## src/rtl/param_memory.sv

```systemverilog
// param_memory: single-port word memory with a power-up INIT sweep.
//
// After reset releases, the FSM spends DEPTH cycles in INIT, writing one
// word per cycle at ascending addresses. It then moves to IDLE and services
// one read or write per cycle.
// Build option: define MEM_PROG_IMAGE_EN to sweep a small boot program into
// the array instead of zeros. Sweep timing is the same in both builds.
//
// Handshake: an access is taken on a rising edge where req=1 and ready=1.
// Requests made while ready=0 are dropped, not queued. A read answers with a
// one-cycle rvalid pulse on the next cycle, with rdata held until the next
// read. An address >= DEPTH pulses err, never touches the array, and a read
// to such an address returns rdata=0.
module param_memory #(
    parameter int DATA_W = 18,
    parameter int ADDR_W = 13,
    parameter int DEPTH  = 128
) (
    input  logic              clk,
    input  logic              rst,
    input  logic              req,
    input  logic              we,
    input  logic [ADDR_W-1:0] addr,
    input  logic [DATA_W-1:0] wdata,
    output logic              ready,
    output logic [DATA_W-1:0] rdata,
    output logic              rvalid,
    output logic              err
);

    localparam int                IDX_W    = (DEPTH > 1) ? $clog2(DEPTH) : 1;
    localparam logic [ADDR_W:0]   DEPTH_L  = (ADDR_W + 1)'(DEPTH);
    localparam logic [IDX_W-1:0]  LAST_IDX = IDX_W'(DEPTH - 1);

    typedef enum logic {
        ST_INIT = 1'b0,
        ST_IDLE = 1'b1
    } state_t;

    state_t              state_q;
    logic [IDX_W-1:0]    init_cnt_q;
    logic                ready_q;
    logic [DATA_W-1:0]   rdata_q;
    logic                rvalid_q;
    logic                err_q;

    logic [DATA_W-1:0]   mem [0:DEPTH-1];

    logic                in_range;
    logic                accept;
    logic [IDX_W-1:0]    addr_idx;
    logic [DATA_W-1:0]   init_word_d;

    // The whole address is compared, so high addresses never alias low words.
    assign in_range = ({1'b0, addr} < DEPTH_L);
    assign accept   = req & ready_q;
    assign addr_idx = addr[IDX_W-1:0];

    // Word written by the INIT sweep at the current counter address.
    always_comb begin
        init_word_d = '0;
`ifdef MEM_PROG_IMAGE_EN
        case (32'(init_cnt_q))
            32'd0:  init_word_d = DATA_W'(20'h0A014);  // LOAD 20
            32'd1:  init_word_d = DATA_W'(20'h02015);  // ADD 21
            32'd2:  init_word_d = DATA_W'(20'h12016);  // STORE 22
            32'd3,
            32'd4,
            32'd5,
            32'd6:  init_word_d = DATA_W'(20'h38000);  // NOP
            32'd20: init_word_d = DATA_W'(20'h0002A);  // 42
            32'd21: init_word_d = DATA_W'(20'h00003);  // 3
            default: init_word_d = '0;
        endcase
`endif
    end

    // Array write port: sweep in INIT, in-range accepted writes in IDLE.
    // There is no reset on the array. Gating on rst keeps a held reset from
    // writing anything.
    always_ff @(posedge clk) begin
        if (rst) begin
            if (state_q == ST_INIT) begin
                mem[init_cnt_q] <= init_word_d;
            end else if (accept && we && in_range) begin
                mem[addr_idx] <= wdata;
            end
        end
    end

    // Control FSM with registered ready/rvalid/err/rdata.
    always_ff @(posedge clk or negedge rst) begin
        if (!rst) begin
            state_q    <= ST_INIT;
            init_cnt_q <= '0;
            ready_q    <= 1'b0;
            rdata_q    <= '0;
            rvalid_q   <= 1'b0;
            err_q      <= 1'b0;
        end else begin
            rvalid_q <= 1'b0;
            err_q    <= 1'b0;
            case (state_q)
                ST_INIT: begin
                    if (init_cnt_q == LAST_IDX) begin
                        init_cnt_q <= '0;
                        state_q    <= ST_IDLE;
                        ready_q    <= 1'b1;
                    end else begin
                        init_cnt_q <= init_cnt_q + 1'b1;
                    end
                end
                ST_IDLE: begin
                    if (accept) begin
                        if (!we) begin
                            rvalid_q <= 1'b1;
                            rdata_q  <= in_range ? mem[addr_idx] : '0;
                        end
                        if (!in_range) begin
                            err_q <= 1'b1;
                        end
                    end
                end
                default: state_q <= ST_INIT;
            endcase
        end
    end

    assign ready  = ready_q;
    assign rdata  = rdata_q;
    assign rvalid = rvalid_q;
    assign err    = err_q;

endmodule

```

## config.mk

```make
export PLATFORM = sky130hd
export DESIGN_NAME = param_memory
export DESIGN_NICKNAME = d
export VERILOG_FILES = /design/src/rtl/param_memory.sv
export SDC_FILE = /design/constraint.sdc
export NUM_CORES = 2
export LEC_CHECK = 0
export CAP_MARGIN = 20
export CORE_MARGIN = 2
export CORE_UTILIZATION = 29
export CTS_CLUSTER_SIZE = 24
export DETAILED_ROUTE_END_ITERATION = 8
export PLACE_DENSITY = 0.49
export SYNTH_ARGS = -nofsm -noshare
export SYNTH_HDL_FRONTEND = slang
export SYNTH_SLANG_ARGS = --single-unit
export TNS_END_PERCENT = 5
```

## constraint.sdc

```tcl
create_clock -name clk -period 3.95 [get_ports clk]
set_input_delay 0.79 -clock clk [delete_from_list [all_inputs] [get_ports clk]]
set_output_delay 0.79 -clock clk [all_outputs]
set_load 0.02 [all_outputs]
```

==> metrics.md <==
| Metric | Value |
|---|---|
| Fin nets | 4719 |
| Post-synthesis sequential area ratio | 77.7% |
| Finished Layout Cells | 9008 |
| R2r setup slk | 270 ps |
| Core Region | 0.309 sq mm |
| DRC errors left | 0 |
| Mean post-synth cell area | 21.4 sq um |
| Via count of the first global-routing pass | 44676 |
| WL/cell | 27.9 um |
| Initial antenna violation count | 9 |
| WS Path Type | reg2reg |
| Grt ovf | 0 |
| CTS max path bufs | 3 |
| Post-synthesis mux area share | 16.4% |
| Mapped Area | 0.0899 sq mm |
| Ys flop type | edfxtp_1 |
| Max frequency | 0.271 GHz |
| Static Leak | 28.5 nW |
| Clock sink total | 2333 |
| Vias per cell | 4.87 |
| CP Launch Point | state_q$_DFF_PN0_ |
| Initial core utilization | 29.1% |
| CP endpoint kind | register |
| GRT Util Overall | 15.8% |
| Worst hold path class | in2async |
| Final number of max-transition violations | 0 |
| Iteration-0 DRC Markers | 4411 |
| TritonCTS Buffers | 234 |
| RSZ-0062 raised after global routing | false |
| Root Driver | clkbuf_16 |
| Pin count of the biggest net entering global routing | 77 |
| Critical path peak fanout | 25 |
| Clk slew on worst S/H paths | 60 ps |
| Cts hold-fix bufs | 0 |
| # fillers | 28557 |
| Fin Clk Skew | 70.7 ps |
| Ports | 56 |
| TritonCTS clock tree | built |
| Setup crit end | rdata[14]$_DFFE_PN0P_ |
| Hold violation count in the final report | 0 |
| Final core utilization | 35.0% |
| Final wirelength | 251000 um |
| Syn nets | 4248 |
| Power per cell area | 458 mW/mm^2 |
| Post-DRT Antenna Nets | 0 |
| Final Critical Period | 3680 ps |
| Layout area overhead | 20.1% |
| Slowest stage delay, CP | 880 ps |
| Slew @ Worst Pin | 1090 ps |
| CTS resizes | 0 |
| Synth async-reset ratio | 1.24% |
| Dpl hpwl | 159000 um |
| Setup-failing EPs final | 0 |
| Max-slew headroom | 26.8% |
| YS warnings | 0 |
| Synth Area in Simple Gates | 2.22% |
| Post-synthesis cell type count | 54 |
| Htree depth | 4 |
| Die Height | 561 um |
| Die X | 561 um |
| Layout cells sized above 1 | 29.1% |
| Max cap viols | 0 |
| Period utilization | 93.3% |
| Largest family of logic cells by synthesized area | multiplexers |
| Rows | 204 |
| Crit path DAT | 4380 ps |
| FF+latch count, synth | 2333 |
| Adder-cell share of the synthesized area | 0.0139% |
| R2r worst-path depth | 7 |
| CP cell instances | nand4b_1 > buf_4 > buf_4 > or4_1 > o211ai_1 > nor3_1 > nand3_1 |
| Number of flops mapped to enable cells by yosys | 2304 |
| Post-Syn Instances | 4212 |
| Power, Total | 49.5 mW |
| CP most frequent cell | buf_4 |
| Post-CTS Setup Bufs | 0 |
| Post-synthesis compound-gate area fraction | 2.47% |
| Synth Area in XOR/XNOR | 0.0487% |
| Worst skew pair latency | 900 ps |
| PortBufs | 55 |
| VDD IR-drop max | 0.000459 V |
| RePlAce Congestion | 0.863 |
| Vias | 43860 |
| Placed instance count | 8567 |
| Status | completed |
| Die footprint | 0.315 sq mm |
| Slowest cell on crit path | or4_1 |
| Critical R2R Capture | rdata[14]$_DFFE_PN0P_ |
| Critical path required time | 4650 ps |
| Worst r2r src | state_q$_DFF_PN0_ |
| Startpoint types | register |
| First-pass GRT wire length | 353000 um |
| Initial DRT Pass Iterations | 6 |
power by group:
group / total, mW / switching, mW / internal, mW
clock network: 21.6 / 9.55 / 12.0
logic: 1.17 / 0.716 / 0.455
registers: 26.8 / 0 / 26.8
total: 49.5 / 10.3 / 39.2
worst min-delay path by stage:
stage / end / slack [ps] / depth (start not counted)
CTS: err$_DFF_PN0_ / 130 / 2
global placement: ready$_DFFE_PN0P_ / 540 / 1
global route: err$_DFF_PN0_ / 150 / 2
floorplan: err$_DFF_PN0_ / 490 / 0
detailed placement: init_cnt_q[4]$_DFFE_PN0N_ / 550 / 1
finish: err$_DFF_PN0_ / 180 / 2
cell usage in the layout (no fill, tap or decap), types with 8 or more instances in the layout:
cell type           n
a31oi_1            26
a211oi_1           18
clkbuf_1           52
a21boi_0           15
mux2i_1           350
nand3_1            47
and2_4             18
clkinv_16           8
bufinv_16          15
o21ai_1            10
nor2_1             26
o211ai_1           54
mux2_2             38
dfrtp_1            29
clkinv_2           49
nor2_2            113
clkdlybuf4s50_1    50
buf_4             221
nor3_1             22
clkinv_1           58
or2_2               9
a221oi_1           21
a21oi_1            38
clkbuf_16         235
nand2_1           133
mux4_2            479
a22oi_1            58
o22ai_1            35
nand4_1            21
clkinvlp_4          8
o21ai_0            49
edfxtp_1         2304
buf_12            194
stage by stage:
step	instance area (sq um)	hold WS (ps)	TNS, ps	setup slack [ps]
floorplan	90000	494	-207130	-202
global placement	101000	540	-114720	-473
detailed placement	101000	547	-15570	-456
CTS	108000	135	0	275
global route	108000	149	0	280
finish	108000	183	0	265
cells by family (layout without fill, tap and decap cells):
| group | after synthesis | in the layout |
|---|---|---|
| compound gates | 334 | 334 |
| xor+xnor | 5 | 5 |
| fa+ha+maj | 1 | 1 |
| buf+inv | 241 | 914 |
| flops | 2333 | 2333 |
| mux | 867 | 867 |
| other cells | 0 | 3 |
| simple gates | 431 | 431 |
worst max-delay path: cells and delay by family (launching register included):
kind / cells / cell delay [ps]
buf+inv: 2 / 550
compound gates: 1 / 470
flops: 1 / 490
simple gates: 4 / 1960
flip-flops by register name, summed over array words and instances, names as in the netlist:
register / count
err: 1
init_cnt_q: 7
mem: 2304
rdata: 18
ready: 1
rvalid: 1
state_q: 1
synthesized netlist by cell type, drive strengths merged (5+ instances only):
library cell  instances  share of area, %
a21oi                38              0.21
a211oi               18              0.15
mux4                479                12
inv                   5             0.021
mux2                 38              0.48
nor2                140              0.58
and2                 22              0.15
edfxtp             2304                77
nand4                21              0.15
a221oi               21              0.20
nor2b                 6             0.042
nor3                 23              0.14
or2                   9             0.063
dfrtp                29              0.81
mux2i               350               3.9
clkbuf              117              0.49
nor4                  8             0.077
a31oi                26              0.18
o211ai               54              0.45
o22ai                35              0.24
nand3                47              0.26
a21boi               17              0.14
buf                 119              0.64
o21ai                59              0.33
a22oi                58              0.48
xnor2                 5             0.049
nand2               133              0.56
final cells by class:
class                      instances  area, sq um  share of cell area [%]
tap                             4120         5150                    4.77
sequential                      2333        69900                    64.7
clock inverter                   148         1350                    1.24
clock buffer                     290         6120                    5.66
inverter                           5         18.8                  0.0174
multi-input combinational       1638        19400                    17.9
timing repair buffer             471         6100                    5.65
antenna                            3         7.51                 0.00695
per-layer routing:
layer | part of all wire (%) | global-route usage, % | up-vias
met5 | 0 | 0 | -
met3 | 4.9 | 2.24 | 293
met4 | 3.1 | 5.00 | 0
met1 | 43 | 21.3 | 23755
met2 | 49 | 26.2 | 1222
li1 | - | - | 18590
No activity file was read; power rests on OpenSTA's default activity.
